`src/rtl/ssd_scan_decoder.sv`:
```
// Receive-side monitor for a multiplexed, active-low seven-segment bus.
// Reconstructs the four displayed hex nibbles, flags illegal patterns, marks frames.
module ssd_scan_decoder #(
  parameter int STABLE_CYCLES = 4,
  parameter int CNT_W         = 8
) (
  input  logic        clk,
  input  logic        rst_n,
  input  logic [3:0]  an,
  input  logic [6:0]  seg,
  output logic [15:0] digits,
  output logic [3:0]  digit_valid,
  output logic        frame_done,
  output logic        pattern_err,
  output logic [1:0]  err_digit
);

  typedef enum logic [1:0] {S_IDLE, S_SETTLE, S_HOLD} state_t;
  typedef enum logic [1:0] {PAT_LEGAL, PAT_BLANK, PAT_ILLEGAL} pat_t;

  localparam logic [CNT_W-1:0] LP_STABLE = CNT_W'(STABLE_CYCLES);

  logic [3:0]       r_an_s1, r_an_s2;
  logic [6:0]       r_seg_s1, r_seg_s2;
  logic [10:0]      r_prev;
  logic [CNT_W-1:0] r_cnt;
  state_t           r_state;
  logic [3:0]       r_seen;
  logic [15:0]      r_digits;
  logic [3:0]       r_valid;
  logic             r_frame_done;
  logic             r_pattern_err;
  logic [1:0]       r_err_digit;

  logic [10:0]      w_pair;
  logic             w_changed;
  logic [CNT_W-1:0] w_cnt;
  logic             w_reach;
  logic             w_onehot;
  logic [1:0]       w_idx;
  state_t           w_state_nx;
  logic             w_capture;
  logic [3:0]       w_nib;
  pat_t             w_pat;
  logic [3:0]       w_seen_nx;
  logic [15:0]      w_digits_nx;
  logic [3:0]       w_valid_nx;
  logic             w_fd_nx;
  logic             w_pe_nx;
  logic [1:0]       w_err_nx;

  // NOTE: the synchronizers and the previous-pair register reset to all-ones (no
  // anode selected), so the first real bus value after reset always restarts the count.
  always_ff @(posedge clk or negedge rst_n) begin
    if (!rst_n) begin
      r_an_s1  <= '1;
      r_an_s2  <= '1;
      r_seg_s1 <= '1;
      r_seg_s2 <= '1;
      r_prev   <= '1;
      r_cnt    <= '0;
      r_state  <= S_IDLE;
    end else begin
      // NOTE: non-blocking assignments make every flop sample pre-edge values,
      // which is what gives the two-stage synchronizer its two cycles of delay.
      r_an_s1  <= an;
      r_an_s2  <= r_an_s1;
      r_seg_s1 <= seg;
      r_seg_s2 <= r_seg_s1;
      r_prev   <= w_pair;
      r_cnt    <= w_cnt;
      r_state  <= w_state_nx;
    end
  end

  assign w_pair    = {r_an_s2, r_seg_s2};
  assign w_changed = (w_pair != r_prev);

  always_comb begin
    // NOTE: every combinational output gets a default first so no path infers a latch.
    w_cnt = r_cnt;
    if (w_changed)
      w_cnt = CNT_W'(1);
    else if (r_cnt < LP_STABLE)
      w_cnt = r_cnt + 1'b1;
  end

  // True only in the one cycle the count arrives at the threshold.
  assign w_reach = (w_cnt == LP_STABLE) && (r_cnt != LP_STABLE);

  always_comb begin
    w_onehot = 1'b0;
    w_idx    = 2'd0;
    case (r_an_s2)
      4'b1110: begin w_onehot = 1'b1; w_idx = 2'd0; end
      4'b1101: begin w_onehot = 1'b1; w_idx = 2'd1; end
      4'b1011: begin w_onehot = 1'b1; w_idx = 2'd2; end
      4'b0111: begin w_onehot = 1'b1; w_idx = 2'd3; end
      default: ;
    endcase
  end

  always_comb begin
    w_state_nx = r_state;
    w_capture  = 1'b0;
    if (!w_onehot) begin
      w_state_nx = S_IDLE;
    end else begin
      case (r_state)
        S_IDLE:   w_state_nx = S_SETTLE;
        S_SETTLE: if (w_reach) begin
                    w_capture  = 1'b1;
                    w_state_nx = S_HOLD;
                  end
        S_HOLD:   if (w_changed) w_state_nx = S_SETTLE;
        default:  w_state_nx = S_IDLE;
      endcase
    end
  end

  // Exact inverse of the display encoder's hex table.
  always_comb begin
    w_nib = 4'h0;
    w_pat = PAT_LEGAL;
    case (r_seg_s2)
      7'b0000001: w_nib = 4'h0;
      7'b1001111: w_nib = 4'h1;
      7'b0010010: w_nib = 4'h2;
      7'b0000110: w_nib = 4'h3;
      7'b1001100: w_nib = 4'h4;
      7'b0100100: w_nib = 4'h5;
      7'b0100000: w_nib = 4'h6;
      7'b0001111: w_nib = 4'h7;
      7'b0000000: w_nib = 4'h8;
      7'b0000100: w_nib = 4'h9;
      7'b0001000: w_nib = 4'hA;
      7'b1100000: w_nib = 4'hB;
      7'b0110001: w_nib = 4'hC;
      7'b1000010: w_nib = 4'hD;
      7'b0010000: w_nib = 4'hE;
      7'b0111000: w_nib = 4'hF;
      7'b1111111: w_pat = PAT_BLANK;
      default:    w_pat = PAT_ILLEGAL;
    endcase
  end

  always_comb begin
    w_seen_nx   = r_seen;
    w_digits_nx = r_digits;
    w_valid_nx  = r_valid;
    w_err_nx    = r_err_digit;
    w_fd_nx     = 1'b0;
    w_pe_nx     = 1'b0;
    if (w_capture) begin
      case (w_pat)
        PAT_LEGAL: begin
          w_digits_nx[{w_idx, 2'b00} +: 4] = w_nib;
          w_valid_nx[w_idx] = 1'b1;
          w_seen_nx[w_idx]  = 1'b1;
        end
        PAT_BLANK: begin
          w_valid_nx[w_idx] = 1'b0;
          w_seen_nx[w_idx]  = 1'b1;
        end
        default: begin
          w_valid_nx[w_idx] = 1'b0;
          w_pe_nx           = 1'b1;
          w_err_nx          = w_idx;
        end
      endcase
    end
    if (w_seen_nx == 4'b1111) begin
      w_fd_nx   = 1'b1;
      w_seen_nx = 4'b0000;
    end
  end

  always_ff @(posedge clk or negedge rst_n) begin
    if (!rst_n) begin
      r_seen        <= '0;
      r_digits      <= '0;
      r_valid       <= '0;
      r_frame_done  <= 1'b0;
      r_pattern_err <= 1'b0;
      r_err_digit   <= 2'd0;
    end else begin
      r_seen        <= w_seen_nx;
      r_digits      <= w_digits_nx;
      r_valid       <= w_valid_nx;
      r_frame_done  <= w_fd_nx;
      r_pattern_err <= w_pe_nx;
      r_err_digit   <= w_err_nx;
    end
  end

  assign digits      = r_digits;
  assign digit_valid = r_valid;
  assign frame_done  = r_frame_done;
  assign pattern_err = r_pattern_err;
  assign err_digit   = r_err_digit;

endmodule

```
`config.mk`:
```
export PLATFORM = sky130hd
export DESIGN_NAME = ssd_scan_decoder
export DESIGN_NICKNAME = d
export VERILOG_FILES = /design/src/rtl/ssd_scan_decoder.sv
export SDC_FILE = /design/constraint.sdc
export NUM_CORES = 1
export LEC_CHECK = 0
export CAP_MARGIN = 0
export CORE_MARGIN = 2
export CORE_UTILIZATION = 50
export DETAILED_ROUTE_END_ITERATION = 10
export PLACE_DENSITY = 0.72
export SLEW_MARGIN = 20
export SYNTH_ARGS = -nofsm -noshare
export SYNTH_HDL_FRONTEND = slang
export SYNTH_SLANG_ARGS = --single-unit
```
`constraint.sdc`:
```
create_clock -name clk -period 3.8 [get_ports clk]
set_input_delay 0.76 -clock clk [delete_from_list [all_inputs] [get_ports clk]]
set_output_delay 0.76 -clock clk [all_outputs]
set_load 0.005 [all_outputs]
```
# Word level (Yosys, flattened, before mapping)
# Cells that the tools add are included.
dict set report totals {
  latch_bits 0
  in_bits 13
  register_bits 71
  output_inout_bits 24
  mem_bits_ro 0
  mem_bits_rw 0
  wordCells 88
  mem_count 0
}
dict set report op_classes {
  n_bitwise 5
  reduce_logical 11
  n_addsub 2
  mul 0
  shift 2
  n_mux 23
  n_lt_le_gt_ge 3
  n_eq_ne 29
  div_mod_pow 0
}
# op count
set ops {}
lappend ops {{case mux 4 bit (15 select lines)} 1}
lappend ops {{equality test 7 bit (second input constant)} 5}
lappend ops {{equality test 7 x 6 -> 1 bit (second input constant)} 4}
lappend ops {{bitwise mux 16 bit} 1}
lappend ops {{equality test 4 bit (second input constant)} 4}
lappend ops {{two-way mux 4 bit} 4}
lappend ops {{two-way mux 8 bit} 2}
lappend ops {{OR reduction 16 bit} 1}
lappend ops {{variable shift 4 x 6 -> 16 bit (first input constant)} 1}
lappend ops {{indexed part select 4 x 6 -> 16 bit} 1}
lappend ops {{equality test 7 x 3 -> 1 bit (second input constant)} 2}
lappend ops {{equality test 7 x 4 -> 1 bit (second input constant)} 2}
lappend ops {{equality test 7 x 5 -> 1 bit (second input constant)} 2}
lappend ops {{case mux 2 bit (3 select lines)} 2}
lappend ops {{inequality test 11 bit} 1}
lappend ops {{adder 8 x 1 -> 8 bit (second input constant)} 1}
lappend ops {{equality test 8 x 3 -> 1 bit (second input constant)} 1}
lappend ops {{< comparator 8 x 3 -> 1 bit (second input constant)} 1}
lappend ops {{two-way mux 1 bit} 8}
lappend ops {{inequality test 8 x 3 -> 1 bit (second input constant)} 1}
lappend ops {{bitwise OR 4 bit} 2}
lappend ops {{equality test 7 x 1 -> 1 bit (second input constant)} 1}
lappend ops {{zero test 7 bit} 1}
lappend ops {{two-way mux 2 bit} 3}
lappend ops {{other kinds (17)} 23}

# Logic depth before layout (Yosys ltp)
# Gate-level depths: netlist (run 1).
dict set report logic_depth {
  ltp_word 11
  depth_mapped 10
  depth_no_buf 8
}

# Least setup slack after synthesis (run 1)
# OpenSTA, ideal clock, no wires.
dict set report synth_timing {
  kind {reg-to-reg}
  from {reg r_cnt[0]}
  to {reg r_err_digit[0], in the netlist err_digit[0]}
  setup_time_ns 0.125
  required_ns 3.675
  t_arrival_ns 2.176
  stages_incl_launch_ff 10
  period_less_slack_ns 2.301
  path_slack_ns 1.499
  path_buffers 1
  cell_sequence {dfrtp_1 inv_1 ha_1 nor3b_1 a31oi_1 nor4_2 and2_1 buf_4 nor2b_1 mux2_2}
}
dict set report synth_via {
  elab_chain_cells 9
  word_cells_on_any_way 11
  classes_between {add/sub (1); order compare (1); eq/ne (2); mux (5); reduce/logical (2)}
}
# item line
set synth_rtl {}
lappend synth_rtl {{from (decl)} 26} ;# logic [CNT_W-1:0] r_cnt;
lappend synth_rtl {{from (signal assigned)} 71} ;# r_cnt <= w_cnt;
lappend synth_rtl {{adder 8 x 1 -> 8 bit or < comparator 8 x 3 -> 1 bit (tied branches)} {85, 84}}
lappend synth_rtl {{two-way mux 8 bit} 84} ;# else if (r_cnt < LP_STABLE)
lappend synth_rtl {{two-way mux 8 bit} 82} ;# if (w_changed)
lappend synth_rtl {{equality test 8 x 3 -> 1 bit} 89} ;# assign w_reach = (w_cnt == LP_STABLE) && (r_cnt != LP_STABLE);
lappend synth_rtl {{logical AND 1 bit *} 89}
lappend synth_rtl {{two-way mux 1 bit *} 111} ;# S_SETTLE: if (w_reach) begin
lappend synth_rtl {{two-way mux 1 bit *} 109} ;# case (r_state)
lappend synth_rtl {{two-way mux 1 bit *} 106} ;# if (!w_onehot) begin
lappend synth_rtl {{AND reduction 2 bit (no source line) *} n/a}
lappend synth_rtl {{to (signal assigned)} 192} ;# r_err_digit <= w_err_nx;
lappend synth_rtl {{to (decl)} 33} ;# logic [1:0] r_err_digit;
# Every way passes the cells marked *; elsewhere a longest branch is shown, timed or not.
# A chain may end at the register's enable or synchronous reset.

# Worst setup path after layout (run 1)
dict set report layout_timing {
  from {reg r_cnt[0]}
  to {reg r_err_digit[1], in the netlist err_digit[1]}
}
# Same word-level chain as after synthesis.

==> results of run 1 <==
-- critical path, delay by kind of cell, from the launching register on --
kind	cells	cell delay, ns
fa+ha+maj	1	0.31
simple gates	4	1.43
mux	1	0.36
buf+inv	1	0.07
compound gates	1	0.09
flops	1	0.40
-- cell usage in the layout (no fill, tap or decap), types with 3 or more instances in the layout --
master,Yosys,layout
nor2b_1,6,6
dfstp_2,33,33
mux2_1,3,3
nand3_1,8,8
nand3b_1,5,5
a31oi_1,11,11
or2_1,3,3
clkdlybuf4s50_1,0,35
dfrtp_1,38,38
nor2_1,12,12
nor3b_1,3,3
xnor2_1,11,11
o31ai_1,7,7
and4_1,4,4
o21ai_0,16,16
clkinv_2,0,3
o41ai_1,3,3
nor3_1,7,7
and3_1,3,3
xnor2_2,3,3
nand2_1,9,9
clkbuf_1,1,3
ha_1,9,9
xor2_1,3,3
a31o_2,4,4
a21oi_1,7,7
a21o_1,4,4
and2_1,9,9
clkbuf_8,0,9
nor4_1,4,4
inv_1,5,5
-- cell families after synthesis --
| family | after synthesis | share of synthesized area (%) |
|---|---|---|
| XOR/XNOR | 17 | 5.27 |
| multiplexers | 5 | 1.73 |
| AND/OR/NAND/NOR | 88 | 17.2 |
| AO/OA/AOI/OAI | 63 | 12.7 |
| buffers and inverters | 18 | 3.66 |
| adder cells (fa/ha/maj) | 9 | 3.46 |
| flip-flops | 71 | 55.9 |
-- power groups by stage --
stage	clock network (mW)	logic, mW	registers, mW
6_report	0.498	0.0937	0.815
4_1_cts	0.514	0.0955	0.815
3_3_place_gp	0	0.0935	0.827
2_1_floorplan	0	0.0731	0.814
5_1_grt	0.554	0.105	0.818
3_5_place_dp	0	0.0944	0.828
-- metrics by stage --
step           area [um2]  setup slack [ns]  utilization (%)  hold slack, ns  cells
6_report             3770              1.02             59.7           0.351    388
5_1_grt              3770             0.733             59.7           0.359    388
4_1_cts              3770             0.991             59.7           0.357    388
3_5_place_dp         3610              1.05             57.2           0.347    372
3_3_place_gp         3610              1.20             57.2           0.345    372
2_1_floorplan        3250              1.50                -           0.345    271
-- how the worst max path moves through the flow --
stage / to / depth (start not counted) / from / slack [ns]
after floorplan: err_digit[0]$_DFFE_PN0P_ / 9 / r_cnt[0]$_DFF_PN0_ / 1.50
after global placement: err_digit[1]$_DFFE_PN0P_ / 8 / r_cnt[0]$_DFF_PN0_ / 1.20
after detailed placement: err_digit[1]$_DFFE_PN0P_ / 8 / r_cnt[0]$_DFF_PN0_ / 1.05
after CTS: err_digit[1]$_DFFE_PN0P_ / 8 / r_cnt[0]$_DFF_PN0_ / 0.99
after global routing: err_digit[1]$_DFFE_PN0P_ / 8 / r_cnt[0]$_DFF_PN0_ / 0.73
final: err_digit[1]$_DFFE_PN0P_ / 8 / r_cnt[0]$_DFF_PN0_ / 1.02
-- area by class of cell --
type | count | area, um2 | share of cell area [%]
clock inverter | 4 | 22.5 | 0.598
sequential | 71 | 1820 | 48.2
multi-input combinational | 182 | 1320 | 34.9
inverter | 5 | 18.8 | 0.498
timing repair buffer | 37 | 363 | 9.63
clock buffer | 12 | 135 | 3.59
tap | 77 | 96.3 | 2.56
-- metal layers --
metal,wire [um],GRT usage (%)
met3,228,3.93
met5,0,0
met1,2690,22.6
met2,2720,26.6
met4,21,9.09
-- registers in the layout, indices dropped and copies added, names as in the netlist, named ones only --
signal / count
digits: 16
r_prev: 11
r_cnt: 8
r_seg_s1: 7
r_seg_s2: 7
r_an_s1: 4
r_an_s2: 4
r_seen: 4
err_digit: 2
r_state: 2
frame_done: 1
pattern_err: 1
==> flow_summary_export.csv, run 1 <==
group,metric,value,unit
cells_and_area,layout-drive-gt1-share,20.9,%
power_and_ir_drop,cellPowerDensity,373,mW/mm2
drt,vias,2158,
floorplan,num_io_pins,37,
worst_setup_path,cp-end-kind,"flip-flop",
worst_setup_path,reg2regPathDepth,8,
cells_and_area,fin_nets,328,
drt,wirelength,5650,um
global_routing,antenna_found_initial,0,
sta,skew,0.00977,ns
power_and_ir_drop,peakVddDrop,0.000275,V
power_and_ir_drop,p_sw_share,24.3,%
cts,cts_resized,0,
sta,slew_headroom,39.3,%
floorplan,core_area,0.00631,mm2
cts,cts_hold_buffers,0,
cts,cts_sinks,71,
sta,post-route-period-util,73.2,%
drt,firstDrtPassIters,4,
synth,yosysMostFrequentCell,"dfrtp_1",
power_and_ir_drop,power.total,1.41,mW
job,cap_violations,0,
sta,worst_pin_slew,0.911,ns
power_and_ir_drop,p_leak,1.57,nW
hold_path,hp-class,"reg2reg",
worst_setup_path,worst_setup_path_start_kind,"flip-flop",
worst_setup_path,crit_type,"reg2reg",
power_and_ir_drop,clock_power_share,35.4,%
power_and_ir_drop,p_int,1.06,mW
worst_setup_path,rrSetupSlack,1.02,ns
synth,synth_nets,293,
floorplan,rows,29,
worst_setup_path,crit_chain,"inv_1 -> ha_1 -> nor3b_1 -> a31oi_1 -> nor4_2 -> and2_1 -> nor2b_1 -> mux2_2",
drt,final_antenna_net_count,0,
global_routing,grtUsageTotal,17.2,%
drt,wl_per_cell,14.6,um
global_routing,grt_pass1_wl,9730,um
cells_and_area,synthToLayoutAreaGrowth,15.9,%
synth,syn-cell-area,0.00325,mm2
synth,yosysSeqAreaShare,55.9,%
worst_setup_path,reg2reg_to,"err_digit[1]$_DFFE_PN0P_",
hold_path,worstHoldPathCells,0,
global_routing,grt_max_degree,42,
placed_design,io_buffers,36,
worst_setup_path,cp.required,4.02,ns
drt,drtIter0Drc,116,
status,status,"finished, final reports clean",
cts,clock_path_buffers,2,
worst_setup_path,cp.arrival,3.01,ns
cells_and_area,fillers,567,
synth,synth.distinct_cells,54,
synth,ys_seq_elements,71,
sta,finalHoldViolCount,0,
placed_design,dp_hpwl,3830,um
synth,netlist_instances,271,
worst_setup_path,max_stage_delay,0.49,ns
worst_setup_path,cp_slowest_cell,"and2_1",
synth,yosys.area.top_type,"dfrtp_1",
floorplan,die_w,84.6,um
cts,worstSkewPairLatency,0.34,ns
sta,slew_violations,0,
floorplan,die_h,84.6,um
synth,synth.avg_cell_area,12.0,um2
cts,cts_made_buffers,9,
sta,rsz0062_at_grt,"false",
cts,clk_pin_slew,0.07,ns
synth,yosys-top-cells-count,"dfrtp_1, dfstp_2, o21ai_0",
global_routing,first_global_vias,2078,
floorplan,start_util,51.5,%
synth,yosysTopAreaCellShare,29.2,%
global_routing,grt-ovfl-total,0,
worst_setup_path,r2r-start,"r_cnt[0]$_DFF_PN0_",
drt,viasPerCell,5.56,
hold_path,hp-start,"r_an_s1[1]$_DFF_PN1_",
synth,synth-edff-count,0,
synth,ys_top_cells_by_area,"dfrtp_1, dfstp_2, ha_1, xnor2_1, o21ai_0",
power_and_ir_drop,p_seq_share,57.9,%
synth,async_flop_share,100,%
synth,ys_warn_count,0,
synth,synth_top_flop_cell,"dfrtp_1",
sta,setup_viol,0,
sta,tns,0,ns
cts,postCtsSetupBuffers,0,
hold_path,min_to,"r_an_s2[1]$_DFF_PN1_",
power_and_ir_drop,combPwrFrac,6.7,%
sta,finalCriticalPeriod,2.78,ns
worst_setup_path,critPathMaxFanout,15,
drt,drc,0,
cells_and_area,n_antenna_cell,0,
sta,fmax,359,MHz
floorplan,die_area,0.00716,mm2
cts,cts_tree,"yes",
placed_design,place_congestion,0.804,
cts,clockRootBuffer,"clkbuf_8",
power_and_ir_drop,p_sw,0.342,mW
cts,ctsHtreeMaxLevel,3,
(Power assumes the default switching activity.)
==> run 2: changes to the inputs <==
==> constraint.sdc (replaced) <==
create_clock -name clk -period 2.8 [get_ports clk]
set_input_delay 0.56 -clock clk [delete_from_list [all_inputs] [get_ports clk]]
set_output_delay 0.56 -clock clk [all_outputs]
set_load 0.005 [all_outputs]
==> flow_summary_export.csv, run 2 (synthesis results as in run 1) <==
group,metric,value,unit
status,status,"finished, final reports clean",
global_routing,grt-ovfl-total,0,
worst_setup_path,worst_setup_path_start_kind,"flip-flop",
cts,postCtsSetupBuffers,0,
cells_and_area,synthToLayoutAreaGrowth,19.3,%
placed_design,dp_hpwl,4080,um
sta,setup_viol,0,
cts,cts_made_buffers,9,
placed_design,place_congestion,0.785,
cells_and_area,fin_nets,331,
cts,worstSkewPairLatency,0.34,ns
global_routing,use_met2,28.1,%
sta,skew,0.0107,ns
placed_design,dp_cells,375,
floorplan,start_util,51.5,%
global_routing,first_global_vias,2094,
global_routing,grt_max_degree,35,
global_routing,grt_util_met3,5.01,%
sta,finalHoldViolCount,0,
cts,cts_hold_buffers,0,
hold_path,hp-class,"in2async",
power_and_ir_drop,p_leak,1.63,nW
sta,tns,0,ns
cells_and_area,final_common_cell,"dfrtp_1",
worst_setup_path,r2r-start,"r_cnt[0]$_DFF_PN0_",
floorplan,core_area,0.00631,mm2
worst_setup_path,cp.arrival,2.77,ns
cells_and_area,fin_area,0.00388,mm2
cts,clk_pin_slew,0.07,ns
global_routing,grtUsageTotal,17.9,%
floorplan,num_io_pins,37,
worst_setup_path,cp-end-kind,"flip-flop",
sta,slew_violations,0,
worst_setup_path,crit_type,"reg2reg",
cells_and_area,layout-drive-gt1-share,22.6,%
global_routing,gr-usage-met1,24.1,%
drt,drtIter0Drc,124,
drt,wirelength,5730,um
cts,cts_tree,"yes",
drt,final_antenna_net_count,0,
cts,cts_resized,0,
placed_design,io_buffers,36,
cts,ctsHtreeMaxLevel,3,
floorplan,die_h,84.6,um
floorplan,rows,29,
sta,post-route-period-util,90.7,%
global_routing,grt_pass1_wl,10100,um
worst_setup_path,cp.required,3.03,ns
cts,clock_path_buffers,2,
cts,clockRootBuffer,"clkbuf_8",
cts,cts_sinks,71,
sta,slew_headroom,57.8,%
drt,drc,0,
sta,finalCriticalPeriod,2.54,ns
cells_and_area,final_util,61.4,%
power_and_ir_drop,peakVddDrop,0.000343,V
worst_setup_path,reg2reg_to,"r_seen[1]$_DFF_PN0_",
global_routing,grt_busiest_layer,"met2",
power_and_ir_drop,cellPowerDensity,560,mW/mm2
job,cap_violations,0,
cells_and_area,stdcell_count,391,
cells_and_area,largest_reg_flops,16,
cells_and_area,n_antenna_cell,0,
drt,viasPerCell,5.62,
placed_design,place_area,0.00363,mm2
drt,vias,2199,
drt,wl_per_cell,14.7,um
floorplan,die_w,84.6,um
cells_and_area,mostFrequentLayoutCells,"dfrtp_1, clkdlybuf4s50_1, dfstp_2",
global_routing,antenna_found_initial,0,
power_and_ir_drop,power.total,2.17,mW
worst_setup_path,rrSetupSlack,0.26,ns
floorplan,die_area,0.00716,mm2
worst_setup_path,critPathMaxFanout,11,
worst_setup_path,reg2regPathDepth,9,
drt,firstDrtPassIters,4,
sta,rsz0062_at_grt,"false",
sta,worst_pin_slew,0.627,ns
sta,fmax,394,MHz
-- run 2: power by group --
group	leakage, nW	switching, mW	internal (mW)
clock	0.126	0.369	0.568
sequential	0.872	0.0356	1.07
combinational	0.635	0.0712	0.0568
-- run 2: final cells by class --
type	instances	area, um2
clock buffers	13	201
fillers	521	2430
well taps	77	96.3
repair buffers	40	385
multi-input cells	182	1320
inverters	5	18.8
flip-flops and latches	71	1820
clock inverters	3	43.8
-- run 2: metrics by stage --
stage	worst slack (ns)	hold slack (ns)
floorplan	0.499	0.264
global placement	0.357	0.346
detailed placement	0.275	0.347
CTS	0.255	0.115
global route	0.00956	0.122
finish	0.260	0.114
-- run 2: metal layers --
metal	wire length (um)	vias to the layer above
met5	0	-
met4	72	0
met3	281	8
met2	2800	63
met1	2580	1065
li1	-	1063
-- run 2: how the worst max path moves through the flow --
stage / from / endpoint / slack (ns)
6_report: r_cnt[0]$_DFF_PN0_ / r_seen[1]$_DFF_PN0_ / 0.26
5_1_grt: r_cnt[0]$_DFF_PN0_ / digits[15]$_DFFE_PN0P_ / 0.01
4_1_cts: r_cnt[0]$_DFF_PN0_ / r_seen[1]$_DFF_PN0_ / 0.26
3_5_place_dp: r_seg_s2[3]$_DFF_PN1_ / r_seen[1]$_DFF_PN0_ / 0.27
3_3_place_gp: r_cnt[0]$_DFF_PN0_ / digits[11]$_DFFE_PN0P_ / 0.36
2_1_floorplan: r_cnt[0]$_DFF_PN0_ / err_digit[0]$_DFFE_PN0P_ / 0.50
-- run 2: worst max-delay path: stages, from the launching register on --
cell,delay [ns]
dfrtp_1,0.41
inv_1,0.08
ha_1,0.31
nor3b_1,0.20
a31oi_1,0.09
nor4_2,0.45
and2_1,0.27
buf_4,0.19
a31oi_1,0.12
o31a_1,0.32
==> patch (flow settings as in run 2) <==
Add an input register stage for `an` and `seg`; this delays them by one clock.
--- a/src/rtl/ssd_scan_decoder.sv
+++ b/src/rtl/ssd_scan_decoder.sv
@@ -22,2 +22,10 @@
 
+  logic [3:0] an_q;
+  logic [6:0] seg_q;
+
+  always_ff @(posedge clk) begin
+    an_q  <= an;
+    seg_q <= seg;
+  end
+
   logic [3:0]       r_an_s1, r_an_s2;
@@ -65,5 +73,5 @@
       // which is what gives the two-stage synchronizer its two cycles of delay.
-      r_an_s1  <= an;
+      r_an_s1  <= an_q;
       r_an_s2  <= r_an_s1;
-      r_seg_s1 <= seg;
+      r_seg_s1 <= seg_q;
       r_seg_s2 <= r_seg_s1;
Check against the original RTL: not equivalent (a bounded check fails within 10 cycles, from zero or initial values and one cycle with rst_n low).
==> patch against run 2 <==
  * Design area rose by 6.8%
  * Worst setup slack better by 0.027 ns
  * Routed wire length increased by 3.3%
  * Count of clock-buffer cells in the layout shrank 2
  * Critical path depth down 1
  * Via count grew 1.7%
  * Synthesized area is 8.3% higher
  * Sequential cell count is 11 higher
  * Sequential share of layout area grew 2.3 points
  * Total power increased by 2.0%
  * Global-route usage down 1.0 points
  * First-iteration DRC count up 0.81%
  * Largest cell class unchanged
==> patch: results (changes against run 2) <==
Cell depth of the worst flop-to-flop path -> 8 (-1)
Worst slew margin relative to its limit -> 0.545 (-0.0323)
Status -> complete, no violations
Final weighted congestion in routability-driven placement -> 0.882 (+12%)
Data arrival time of the critical path -> 2.75 ns (-0.02 ns)
H-tree levels -> 3 (unchanged)
Top fanout value on the critical path -> 15 (+4)
CTS resizes -> 0 (unchanged)
Buffer levels on the longest clock path -> 2 (unchanged)
Endpoint of the worst-slack reg-to-reg timing path -> r_seen[3]
Maximum number of pins on one net before global-route repair -> 43 (+23%)
Crit path largest cell delay -> 0.57 ns (+0.12 ns)
HPWL after detailed placement -> 4.12 mm (+0.99%)
Number of antenna-violating nets in the routed design -> 0 (unchanged)
Via count of the first global-routing pass -> 2099 (+0.24%)
Crit path max-delay cell type -> sky130_fd_sc_hd__and3_1
Via count -> 2237 (+1.7%)
Net count of the finished layout -> 342 (+3.3%)
List of most frequent post-synthesis cells -> 38 x sky130_fd_sc_hd__dfrtp_1, 33 x sky130_fd_sc_hd__dfstp_2, 21 x sky130_fd_sc_hd__nor2_1
Type of the worst setup path -> reg -> reg
Ant diodes -> 0 (unchanged)
Clock tree skew after final layout -> 0.00695 ns (-0.00379 ns)
Leak Pwr -> 1.75 nW (+7.4%)
Clock latency on the worst-skew pair -> 0.34 ns (about the same)
Number of antenna violations at the first check in global routing -> 0 (unchanged)
Share of cells above drive strength 1 -> 0.237 (+0.0108)
Largest register FFs -> 16 (unchanged)
Total global-route track usage -> 0.169 (-0.0102)
Async SR Flop Fraction -> 0.866 (-0.134)
Worst min path class -> in -> async
Sink count of the clock tree -> 82 (+15%)
Global-route wire length before repair -> 9.98 mm (-0.89%)
Initial DRT Pass Iterations -> 4 (unchanged)
Clock transition at path regs -> 0.08 ns
Average wire per standard cell -> 14.1 um (-4.0%)
VDD IR-drop max -> 398 uV (+16%)
Root buffer cell -> sky130_fd_sc_hd__clkbuf_8
Number of distinct library cells after synthesis -> 59 (+9.3%)
Synth Warn # -> 0 (unchanged)
Reg-to-Reg Start -> r_cnt[0]
Number of input and output port buffers inserted -> 36 (unchanged)
Syn Nets -> 302 (+3.1%)
TritonCTS Buffers -> 9 (unchanged)
Detailed Route Iter0 Violations -> 125 (+0.81%)
Number of filler cells placed in the layout -> 557 (+6.9%)
Number of buffers inserted by post-CTS setup repair -> 0 (unchanged)
Share of the yosys chip area belonging to registers -> 0.578 (+0.0194)
Leading cell types by total area after synthesis -> sky130_fd_sc_hd__dfrtp_1 27%, sky130_fd_sc_hd__dfstp_2 25%, sky130_fd_sc_hd__dfxtp_1 6.3%, sky130_fd_sc_hd__xnor2_1 4.2%, sky130_fd_sc_hd__mux2_1 4.2%
Worst R2R Setup Slack -> 0.29 ns (+0.03 ns)
patch: how the worst min path moves through the flow:
stage | start | to | slack (ns)
after global placement | seg_q[3] | r_seg_s1[3] | 0.28
after global routing | rst_n | digits[0] | 0.30
after detailed placement | an_q[0] | r_an_s1[0] | 0.29
after floorplan | rst_n | async pin | 0.26
after CTS | rst_n | digits[12] | 0.27
final | rst_n | err_digit[0] | 0.25
patch: power by group:
group / switching [W] / internal, W / leakage [nW] / total (W)
sequential: 0.0000350 / 0.00124 / 0.965 / 0.00127
clock: 0.000412 / 0.000402 / 0.104 / 0.000814
combinational: 0.0000713 / 0.0000602 / 0.685 / 0.000131
total: 0.000518 / 0.00170 / 1.75 / 0.00222
patch: cells by family after synthesis:
logic type      after synthesis  share of synthesized area
simple gates                 94                      0.161
buf+inv                      17                     0.0330
fa+ha+maj                     9                     0.0320
mux                          20                     0.0664
flops                        82                      0.578
compound gates               40                     0.0842
xor+xnor                     18                     0.0447
patch: cell type report:
cell class | instances | area (um^2) | area share
Timing Repair Buffer | 39 | 390 | 0.0942
Tap cell | 96 | 120 | 0.0290
Clock inverter | 5 | 36.3 | 0.00876
Inverter | 7 | 26.3 | 0.00634
Clock buffer | 11 | 163 | 0.0393
Sequential cell | 82 | 2040 | 0.492
Multi-Input combinational cell | 181 | 1370 | 0.330
patch: metal layers:
| layer | vias to the layer above | GRT usage | part of all wire |
|---|---|---|---|
| met3 | 10 | 0.0462 | 0.040 |
| met1 | 1103 | 0.225 | 0.47 |
| met2 | 56 | 0.261 | 0.47 |
| li1 | 1068 | - | - |
| met4 | 0 | 0.0699 | 0.018 |
| met5 | - | 0 | 0 |
patch: through the flow:
| stage | instance area (um^2) | hold WS [ns] | total power, W | setup WS [ns] | std cells |
|---|---|---|---|---|---|
| 3_3_place_gp | 3940 | 0.284 | 0.00142 | 0.479 | 405 |
| 2_1_floorplan | 3520 | 0.264 | 0.00137 | 0.740 | 280 |
| 6_report | 4140 | 0.253 | 0.00222 | 0.287 | 421 |
| 5_1_grt | 4140 | 0.295 | 0.00232 | 0.106 | 421 |
| 3_5_place_dp | 3940 | 0.286 | 0.00143 | 0.313 | 405 |
| 4_1_cts | 4140 | 0.269 | 0.00224 | 0.297 | 421 |
patch: worst max-delay path: cells and delay by family (launching register included):
family | cells | cell delay (ns)
adder cells (fa/ha/maj) | 1 | 0.31
AND/OR/NAND/NOR | 3 | 0.96
AO/OA/AOI/OAI | 2 | 0.51
buffers and inverters | 1 | 0.06
multiplexers | 1 | 0.13
flip-flops | 1 | 0.43
